`config.mk`:
```
export PLATFORM = sky130hd
export DESIGN_NAME = pll_lock_detector
export DESIGN_NICKNAME = d
export VERILOG_FILES = /design/src/rtl/pll_lock_detector.sv
export SDC_FILE = /design/constraint.sdc
export NUM_CORES = 1
export LEC_CHECK = 0
export ABC_AREA = 1
export BUFFER_PORTS_ARGS = -buffer_cell sky130_fd_sc_hd__buf_2
export CAP_MARGIN = 20
export CORE_ASPECT_RATIO = 1.75
export CORE_MARGIN = 5
export CORE_UTILIZATION = 40
export DETAILED_ROUTE_END_ITERATION = 16
export HOLD_SLACK_MARGIN = 0.02
export MAX_ROUTING_LAYER = met4
export PLACE_DENSITY_LB_ADDON = 0.25
export SKIP_CTS_REPAIR_TIMING = 1
export SYNTH_ARGS = -nofsm -noshare
export SYNTH_HDL_FRONTEND = slang
export SYNTH_SLANG_ARGS = --single-unit
```
`constraint.sdc`:
```
create_clock -name i_sys_clk -period 2.25 [get_ports i_sys_clk]
set_input_delay 0.45 -clock i_sys_clk [delete_from_list [all_inputs] [get_ports i_sys_clk]]
set_output_delay 0.45 -clock i_sys_clk [all_outputs]
set_load 0.01 [all_outputs]
```
`src/rtl/pll_lock_detector.sv`:
```
// -----------------------------------------------------------------------------
// pll_lock_detector
//
// Watches the digital PLL's reference clock and phase-error flag, measures
// every reference period in system-clock cycles together with the number of
// out-of-phase cycles inside it, and drives a hysteretic lock FSM
// (UNLOCKED -> ACQUIRING -> LOCKED <-> HOLD). A missing reference is flagged
// after TIMEOUT system cycles without a rising edge.
//
// Ports:
//   i_sys_clk      system clock
//   i_rst          synchronous, active-high reset
//   i_ref_clk      reference square wave (asynchronous)
//   i_phase_error  PLL out-of-phase flag (asynchronous), 1 = mismatch
//   i_err_thresh   max error cycles per period still counted as good
//   i_min_period   min acceptable period; shorter periods are bad
//   o_locked       1 in LOCKED and HOLD
//   o_state        0 UNLOCKED, 1 ACQUIRING, 2 LOCKED, 3 HOLD
//   o_period       last measured period in system cycles
//   o_err_count    error cycles counted in the last period
//   o_meas_valid   one-cycle pulse when o_period/o_err_count update
//   o_lock_lost    one-cycle pulse on leaving lock
//   o_ref_lost     reference timeout flag
// -----------------------------------------------------------------------------
module pll_lock_detector #(
    parameter int PERIOD_W     = 16,
    parameter int ERR_W        = 16,
    parameter int LOCK_COUNT   = 8,
    parameter int UNLOCK_COUNT = 4,
    parameter int TIMEOUT      = 4096
) (
    input  logic                i_sys_clk,
    input  logic                i_rst,
    input  logic                i_ref_clk,
    input  logic                i_phase_error,
    input  logic [ERR_W-1:0]    i_err_thresh,
    input  logic [PERIOD_W-1:0] i_min_period,
    output logic                o_locked,
    output logic [1:0]          o_state,
    output logic [PERIOD_W-1:0] o_period,
    output logic [ERR_W-1:0]    o_err_count,
    output logic                o_meas_valid,
    output logic                o_lock_lost,
    output logic                o_ref_lost
);

    localparam int CNT_MAX = (LOCK_COUNT > UNLOCK_COUNT) ? LOCK_COUNT : UNLOCK_COUNT;
    localparam int CNT_W   = $clog2(CNT_MAX + 1);

    localparam logic [CNT_W-1:0]    LOCK_CNT_C     = CNT_W'(LOCK_COUNT);
    localparam logic [CNT_W-1:0]    UNLOCK_CNT_C   = CNT_W'(UNLOCK_COUNT);
    localparam logic [PERIOD_W-1:0] PER_MAX_C      = {PERIOD_W{1'b1}};
    localparam logic [ERR_W-1:0]    ERR_MAX_C      = {ERR_W{1'b1}};
    localparam logic [PERIOD_W-1:0] TIMEOUT_LAST_C = PERIOD_W'(TIMEOUT - 1);

    typedef enum logic [1:0] {
        ST_UNLOCKED  = 2'd0,
        ST_ACQUIRING = 2'd1,
        ST_LOCKED    = 2'd2,
        ST_HOLD      = 2'd3
    } state_t;

    // Synchronizers (ref and error share identical depth so they stay aligned)
    logic ref_meta_r, ref_sync_r, ref_prev_r;
    logic err_meta_r, err_sync_r;

    // Measurement datapath
    logic [PERIOD_W-1:0] per_cnt_r;
    logic [ERR_W-1:0]    err_cnt_r;
    logic [PERIOD_W-1:0] period_r;
    logic [ERR_W-1:0]    err_count_r;
    logic                meas_valid_r;
    logic                primed_r;
    logic                ref_lost_r;

    logic                edge_s;
    logic                timeout_s;
    logic                good_s;
    logic [PERIOD_W-1:0] per_inc_s;
    logic [ERR_W-1:0]    err_inc_s;

    // Lock FSM
    state_t           state_r, state_nx_s;
    logic [CNT_W-1:0] good_cnt_r, good_cnt_nx_s;
    logic [CNT_W-1:0] bad_cnt_r, bad_cnt_nx_s;
    logic             locked_r;
    logic             lock_lost_r, lock_lost_nx_s;

    assign edge_s = ref_sync_r & ~ref_prev_r;

    // A coincident edge always wins over the timeout; only one timeout per loss.
    assign timeout_s = ~edge_s & ~ref_lost_r & (per_cnt_r == TIMEOUT_LAST_C);

    assign per_inc_s = (per_cnt_r == PER_MAX_C) ? per_cnt_r : per_cnt_r + PERIOD_W'(1);
    assign err_inc_s = ((err_cnt_r == ERR_MAX_C) || !err_sync_r) ? err_cnt_r
                                                                  : err_cnt_r + ERR_W'(1);

    assign good_s = (err_count_r <= i_err_thresh) && (period_r >= i_min_period);

    // Two-flop synchronizers plus the previous-ref flop for edge detection
    always_ff @(posedge i_sys_clk) begin
        if (i_rst) begin
            ref_meta_r <= 1'b0;
            ref_sync_r <= 1'b0;
            ref_prev_r <= 1'b0;
            err_meta_r <= 1'b0;
            err_sync_r <= 1'b0;
        end else begin
            ref_meta_r <= i_ref_clk;
            ref_sync_r <= ref_meta_r;
            ref_prev_r <= ref_sync_r;
            err_meta_r <= i_phase_error;
            err_sync_r <= err_meta_r;
        end
    end

    // Period/error counters, measurement capture, priming and timeout flag
    always_ff @(posedge i_sys_clk) begin
        if (i_rst) begin
            per_cnt_r    <= {PERIOD_W{1'b0}};
            err_cnt_r    <= {ERR_W{1'b0}};
            period_r     <= {PERIOD_W{1'b0}};
            err_count_r  <= {ERR_W{1'b0}};
            meas_valid_r <= 1'b0;
            primed_r     <= 1'b0;
            ref_lost_r   <= 1'b0;
        end else if (edge_s) begin
            // The edge cycle belongs to the new window, so its error sample seeds err_cnt.
            per_cnt_r  <= {PERIOD_W{1'b0}};
            err_cnt_r  <= ERR_W'(err_sync_r);
            primed_r   <= 1'b1;
            ref_lost_r <= 1'b0;
            if (primed_r) begin
                period_r     <= per_inc_s;
                err_count_r  <= err_cnt_r;
                meas_valid_r <= 1'b1;
            end else begin
                meas_valid_r <= 1'b0;
            end
        end else if (timeout_s) begin
            // Counters freeze here until the next edge re-primes the window.
            ref_lost_r   <= 1'b1;
            primed_r     <= 1'b0;
            meas_valid_r <= 1'b0;
        end else if (ref_lost_r) begin
            meas_valid_r <= 1'b0;
        end else begin
            per_cnt_r    <= per_inc_s;
            err_cnt_r    <= err_inc_s;
            meas_valid_r <= 1'b0;
        end
    end

    // Lock FSM next-state; evaluated only on measurement pulses or a timeout
    always_comb begin
        state_nx_s     = state_r;
        good_cnt_nx_s  = good_cnt_r;
        bad_cnt_nx_s   = bad_cnt_r;
        lock_lost_nx_s = 1'b0;
        if (timeout_s) begin
            state_nx_s     = ST_UNLOCKED;
            good_cnt_nx_s  = {CNT_W{1'b0}};
            bad_cnt_nx_s   = {CNT_W{1'b0}};
            lock_lost_nx_s = (state_r == ST_LOCKED) || (state_r == ST_HOLD);
        end else if (meas_valid_r) begin
            case (state_r)
                ST_UNLOCKED: begin
                    if (!good_s) begin
                        state_nx_s = ST_UNLOCKED;
                    end else if (CNT_W'(1) >= LOCK_CNT_C) begin
                        state_nx_s    = ST_LOCKED;
                        good_cnt_nx_s = {CNT_W{1'b0}};
                    end else begin
                        state_nx_s    = ST_ACQUIRING;
                        good_cnt_nx_s = CNT_W'(1);
                    end
                end
                ST_ACQUIRING: begin
                    if (!good_s) begin
                        state_nx_s    = ST_UNLOCKED;
                        good_cnt_nx_s = {CNT_W{1'b0}};
                    end else if ((good_cnt_r + CNT_W'(1)) >= LOCK_CNT_C) begin
                        state_nx_s    = ST_LOCKED;
                        good_cnt_nx_s = {CNT_W{1'b0}};
                    end else begin
                        good_cnt_nx_s = good_cnt_r + CNT_W'(1);
                    end
                end
                ST_LOCKED: begin
                    if (good_s) begin
                        state_nx_s = ST_LOCKED;
                    end else if (CNT_W'(1) >= UNLOCK_CNT_C) begin
                        state_nx_s     = ST_UNLOCKED;
                        lock_lost_nx_s = 1'b1;
                    end else begin
                        state_nx_s   = ST_HOLD;
                        bad_cnt_nx_s = CNT_W'(1);
                    end
                end
                ST_HOLD: begin
                    if (good_s) begin
                        state_nx_s   = ST_LOCKED;
                        bad_cnt_nx_s = {CNT_W{1'b0}};
                    end else if ((bad_cnt_r + CNT_W'(1)) >= UNLOCK_CNT_C) begin
                        state_nx_s     = ST_UNLOCKED;
                        bad_cnt_nx_s   = {CNT_W{1'b0}};
                        lock_lost_nx_s = 1'b1;
                    end else begin
                        bad_cnt_nx_s = bad_cnt_r + CNT_W'(1);
                    end
                end
                default: begin
                    state_nx_s    = ST_UNLOCKED;
                    good_cnt_nx_s = {CNT_W{1'b0}};
                    bad_cnt_nx_s  = {CNT_W{1'b0}};
                end
            endcase
        end else begin
            state_nx_s = state_r;
        end
    end

    // Lock FSM state register with registered lock and loss indications
    always_ff @(posedge i_sys_clk) begin
        if (i_rst) begin
            state_r     <= ST_UNLOCKED;
            good_cnt_r  <= {CNT_W{1'b0}};
            bad_cnt_r   <= {CNT_W{1'b0}};
            locked_r    <= 1'b0;
            lock_lost_r <= 1'b0;
        end else begin
            state_r     <= state_nx_s;
            good_cnt_r  <= good_cnt_nx_s;
            bad_cnt_r   <= bad_cnt_nx_s;
            locked_r    <= (state_nx_s == ST_LOCKED) || (state_nx_s == ST_HOLD);
            lock_lost_r <= lock_lost_nx_s;
        end
    end

    assign o_locked     = locked_r;
    assign o_state      = state_r;
    assign o_period     = period_r;
    assign o_err_count  = err_count_r;
    assign o_meas_valid = meas_valid_r;
    assign o_lock_lost  = lock_lost_r;
    assign o_ref_lost   = ref_lost_r;

endmodule

```
# After elaboration in Yosys (flattened, before gate mapping)
# Cells that the tools add are included.
[word_totals]
register_bits = 84
inputBits = 36
elab_cells = 95
[classes]
n_addsub = 4
order_cmp = 4
n_eq_ne = 13
mux = 30
bitwise_logic = 8
reduce_logical = 18
[op_table]
columns = ["op", "count"]
rows = [
  ["16-bit by 1-bit adder with 16-bit output (second input constant)", 2],
  ["16-bit == test (second input constant)", 2],
  ["4-bit 2-to-1 mux", 6],
  ["16-bit by 12-bit == test with 1-bit output (second input constant)", 1],
  ["16-bit >= comparator", 1],
  ["16-bit less-or-equal comparator", 1],
  ["16-bit 2-to-1 mux", 1],
  ["4-bit one-hot mux with 2 select lines", 2],
  ["1-bit 2-to-1 mux", 14],
  ["2-bit 2-to-1 mux", 6],
  ["3-bit AND reduction", 4],
  ["4-bit by 1-bit adder with 4-bit output (second input constant)", 2],
  ["2-bit == test (second input constant)", 4],
  ["2-bit != test (second input constant)", 4],
  ["2-bit one-hot mux with 4 select lines", 1],
  ["2-bit nonzero test", 3],
  ["2-bit OR reduction", 3],
  ["1-bit inverter", 5],
  ["4-bit by 3-bit >= comparator with 1-bit output (second input constant)", 1],
  ["4-bit >= comparator (second input constant)", 1],
  ["2-bit AND reduction", 2],
  ["1-bit AND", 3],
  ["1-bit logical OR", 3],
  ["2-bit by 1-bit == test with 1-bit output (second input constant)", 1],
  ["other kinds (4)", 4],
]

# Longest topological paths before layout
[depth]
ltp_word = 9
depth_mapped = 19
depth_no_buf = 19

# Least setup slack after synthesis
# No wires, ideal clock.
[synth_timing]
kind = "input to register"
from = "input i_min_period[7]"
to = "register good_cnt_r[1]"
setup_ns = 0.120
arrival_time_ns = 1.820
required_ns = 2.130
slack_ns = 0.310
cell_stages = 14
n_path_buf = 0
cell_sequence = "inv_1 > ha_1 > a21oi_1 > nand2_1 > nor2_1 > nand2_1 > nand3_1 > nand2_1 > nand2_1 > nand2_1 > nand2_1 > inv_1 > o21ai_0 > nor2_1"
[synth_between]
elab_chain_cells = 4
elab_cells_between_ends = 6
cone_classes = "order compare: 1; eq/ne: 1; mux: 2; reduce/logical: 2"
[synth_rtl]
columns = ["element", "line_no", "source"]
rows = [
  ["from (decl)", "37", "input logic [PERIOD_W-1:0] i_min_period,"],
  ["16-bit >= comparator (*)", "98", "assign good_s = (err_count_r <= i_err_thresh) && (period_r >= i_min_period);"],
  ["1-bit logical AND (*)", "98", ""],
  ["4-bit 2-to-1 mux or 2-bit != test (tied branches)", "-", ""],
  ["4-bit one-hot mux with 2 select lines or 3-bit AND reduction (tied branches)", "-", ""],
  ["to (signal assigned)", "227", "good_cnt_r <= {CNT_W{1'b0}};"],
  ["to (signal assigned)", "233", "good_cnt_r <= good_cnt_nx_s;"],
  ["to (decl)", "84", "logic [CNT_W-1:0] good_cnt_r, good_cnt_nx_s;"],
]
# Mark *: on every way between the ends. The rest lies on a longest branch, timed or not.
# A chain may end at the register's enable or synchronous reset.

# Worst setup path after layout
[layout_timing]
from = "register err_count_r[15] (netlist: o_err_count[15])"
to = "register good_cnt_r[1]"
[layout_between]
elab_chain_cells = 4
elab_cells_between_ends = 6
cone_classes = "order compare: 1; eq/ne: 1; mux: 2; reduce/logical: 2"
[layout_rtl]
columns = ["element", "line_no", "source"]
rows = [
  ["from (decl)", "71", "logic [ERR_W-1:0] err_count_r;"],
  ["from (signal assigned)", "123", "err_count_r <= {ERR_W{1'b0}};"],
  ["from (signal assigned)", "135", "err_count_r <= err_cnt_r;"],
  ["16-bit less-or-equal comparator (*)", "98", ""],
  ["1-bit logical AND (*)", "98", ""],
  ["4-bit 2-to-1 mux or 2-bit != test (tied branches)", "-", ""],
  ["4-bit one-hot mux with 2 select lines or 3-bit AND reduction (tied branches)", "-", ""],
]
# Marked as above.

==> out/summary.md <==
The flow ran to the end, and the final reports show no timing, DRC or antenna violations. The initial utilization of the core area, before any placement, comes to 40.6%. At the worst endpoint, the required time is 2480 ps. The tools report the part of the power in the clock network as 43.9%.

The synthesized area per cell works out to 7.36 sq um. Number of pins with negative max-slew slack in the final report: 0. Headroom to the max-slew limit came out at 69.2%. Setup violations remaining at the end of the flow were counted as 0. The routed design has 11.6 mm of wire. Max-cap violations in this run came to 0.

The signal on the critical path passes through ha_1 > a21oi_1 > o21ai_0 > a21oi_1 > buf_4 > nand2_1 > nand2_1 > nand2_4 > nand2_1 > nand2_1 > inv_1 > nand2_1 > o21ai_0 > nor2_1. Of all nets on the critical path, the largest fanout is 8. The tools report the area of the die as 14000 sq um. Across all hold checks on the routed design, the worst slack comes to 315 ps. The number of global-route vias before repair came out at 4234. The initialized floorplan defines 52 standard-cell rows.

The worst setup path is of the flop to flop kind. The final-layout fill cell count came out at 1130. Final hold violation count: 0. Adding up every negative setup slack in the final design gives 0 ps. Once placement finished, the instance area stood at 5220 sq um. The tools report the total clock sinks as 84. The transition at the pin with the smallest max-transition slack is 457 ps. In the final routed layout, each cell accounts on average for 13.6 um. The proportion of total power due to net switching is 23.6%, and the sum of internal, switching and leakage power is 0.00309 W. The tools report the count of nets after finishing as 787. Standard cell with the maximum stage delay on the critical path: sky130_fd_sc_hd__dfxtp_2. For this design the total switching power over the nets is 0.000730 W.

The initial antenna violation count is 0. The library cells used most frequently in the layout, excluding fill and tap cells, are 105 x sky130_fd_sc_hd__inv_1, 96 x sky130_fd_sc_hd__nand2_1, 83 x sky130_fd_sc_hd__dfxtp_1. Deepest clock path buffer count: 2. The first detailed-routing pass ran for 4 iterations. 0 antenna diodes ended up in the layout.

Setup repair after global routing left no endpoint under its margin. Type of the tightest min-delay check: primary input to flop. Leaving out fill and tap cells, the most frequent cell in the layout is sky130_fd_sc_hd__inv_1. After synthesis the netlist holds a flip-flop and latch count of 84. For the worst clock skew, the log shows 5.98 ps.

The run gives 74 as the number of top-level pins. Register share of total power: 49.1%. Post-detailed-route DRC marker count: 0. The tools report the netlist area before placement as 4640 sq um. Counting stages on the worst path, the most repeated cell is sky130_fd_sc_hd__nand2_1. The number of port buffers was 73. The routed layout has 4293 vias. The height of the chip was 153 um. The first global-routing pass estimated 19.6 mm of wire.

The placeable core region was 11500 sq um. TritonCTS created 9 clock buffers. The top cell type by area accounts for 36.2% of the synthesized area. The die width was 91.5 um; the clock insertion delay at the later pin of the skew report was 340 ps. Compared with the post-synthesis result, the final layout area differs by 18.3%. The detail route stage leaves a number of antenna-violating nets equal to 0. Ranked by total cell area, the synthesized netlist is headed by sky130_fd_sc_hd__dfxtp_1 36%, sky130_fd_sc_hd__ha_1 9.7%, sky130_fd_sc_hd__inv_1 8.5%.

The fraction of the yosys area taken by sequential cells is 36.2%, and the number of distinct standard cells referenced by the synthesized netlist is 40. Global routing finished with a remaining overflow of 0. The number of nets handed over by synthesis was 703. The buffer cell driving the clock tree root is sky130_fd_sc_hd__clkbuf_16.

After detailed routing, the number of vias per cell comes to 5.02. For this run, the number of Yosys warnings is 0. The peak supply drop is 400 uV, and the total power per unit cell area is 563 nW/um^2. The time the final worst path needs with I/O delays and setup was 2040 ps. For this run, the slowest stage of the critical path takes 330 ps.

The worst setup path is captured at a flop. The finished cells cover 5500 sq um. The HPWL reported at the end of detailed placement is 9.10 mm, and the H-tree depth is 3. The final cycle utilization of the critical path is 90.6%, and the internal power of the cells is 0.00236 W. Fraction of layout instances using a drive strength above 1: 18.3%. For the violation count after the first detailed-route iteration, the log shows 255. The congestion estimate from routability-driven global placement came to 0.843. TritonCTS built the clock tree. The tools report the critical path launch point type as a flop. Timing would allow up to 491 MHz. Combinational cells account for 7.0% of the total power.

Clock-pin slew was measured on the worst setup and hold paths at 60 ps. In this run the static leakage power is 2.70 nW. The synthesized instance count was 631.

The cell taking the most area after synthesis is sky130_fd_sc_hd__dfxtp_1. The run gives 17.5% as the overall track demand over capacity in global routing. The logs give 2260 ps for the worst path arrival time and 32 for the largest net degree at the start of global routing.
==> critical path: cells and delay by family, from the launching register on <==
family / cells / cell delay [ps]
DFF: 1 / 330
AOI/OAI and AO/OA: 4 / 450
and+or+nand+nor: 7 / 570
adders and majority gates: 1 / 290
buffers and inverters: 2 / 270
==> per-stage QoR <==
stage / utilization (%) / setup slack (ps) / std cells
after global placement: 45.5 / -73.6 / 839
after floorplan: - / 310 / 631
after CTS: 47.9 / 134 / 855
final: 48.0 / 212 / 855
after global routing: 48.0 / 14.9 / 855
after detailed placement: 45.5 / -86.9 / 839
==> power groups by stage <==
stage                     sequential [W]  combinational [W]  clock, W
after floorplan                  0.00155           0.000131         0
after global placement           0.00155           0.000212         0
after detailed placement         0.00155           0.000218         0
after CTS                        0.00152           0.000220   0.00138
after global routing             0.00152           0.000248   0.00145
final                            0.00152           0.000216   0.00136
==> Yosys cell counts, drive strengths merged <==
library cell    n
a21oi          62
o22ai          12
nand4          10
nor3           13
clkbuf          9
nand3b          2
xor2           11
buf             6
clkinv          2
xnor2           6
and2            1
nor4            2
dfxtp          84
nand2         100
o211ai          4
a21boi          1
nor2           64
inv           108
nand3          38
a31oi           1
or2             3
o21bai          3
a21o            2
o21ai          51
ha             36
==> area by class of cell <==
type	instances	area [sq um]	area share (%)
multi-input cells	422	2470	44.9
repair buffers	88	490	8.92
inverters	110	415	7.56
clock buffers	11	243	4.42
flip-flops and latches	84	1680	30.6
well taps	135	169	3.07
clock inverters	5	27.5	0.501
==> path summary, 6_finish.rpt <==
kind | slack (ps) | startpoint | to | cells after the start
setup reg to reg | 210 | o_err_count[15] | good_cnt_r[1] | 14
hold / removal | 310 | i_ref_clk | ref_meta_r | 3
setup / recovery | 210 | o_err_count[15] | good_cnt_r[1] | 14
hold reg to reg | 410 | ref_meta_r | ref_sync_r | 2
==> state kept, by name, summed over array words and instances, names as in the netlist, 2 cells and up <==
register / cells
o_state: 2
good_cnt_r: 4
bad_cnt_r: 4
err_cnt_r: 16
o_err_count: 16
per_cnt_r: 16
o_period: 16
==> metal layers <==
layer	vias up	global-route usage [%]	share of wire (%)
li1	2234	-	-
met1	1956	18.1	39
met2	78	31.0	54
met3	25	3.11	3.4
met4	0	9.16	4.3
met5	-	-	0
==> cell families after synthesis <==
kind of cell	count (synthesis)	share of synthesized area, %
AND/OR/NAND/NOR	233	23.0
AO/OA/AOI/OAI	136	16.9
buffers and inverters	125	11.0
flip-flops	84	36.2
adder cells (fa/ha/maj)	36	9.70
XOR/XNOR	17	3.21
(Power assumes the default switching activity.)
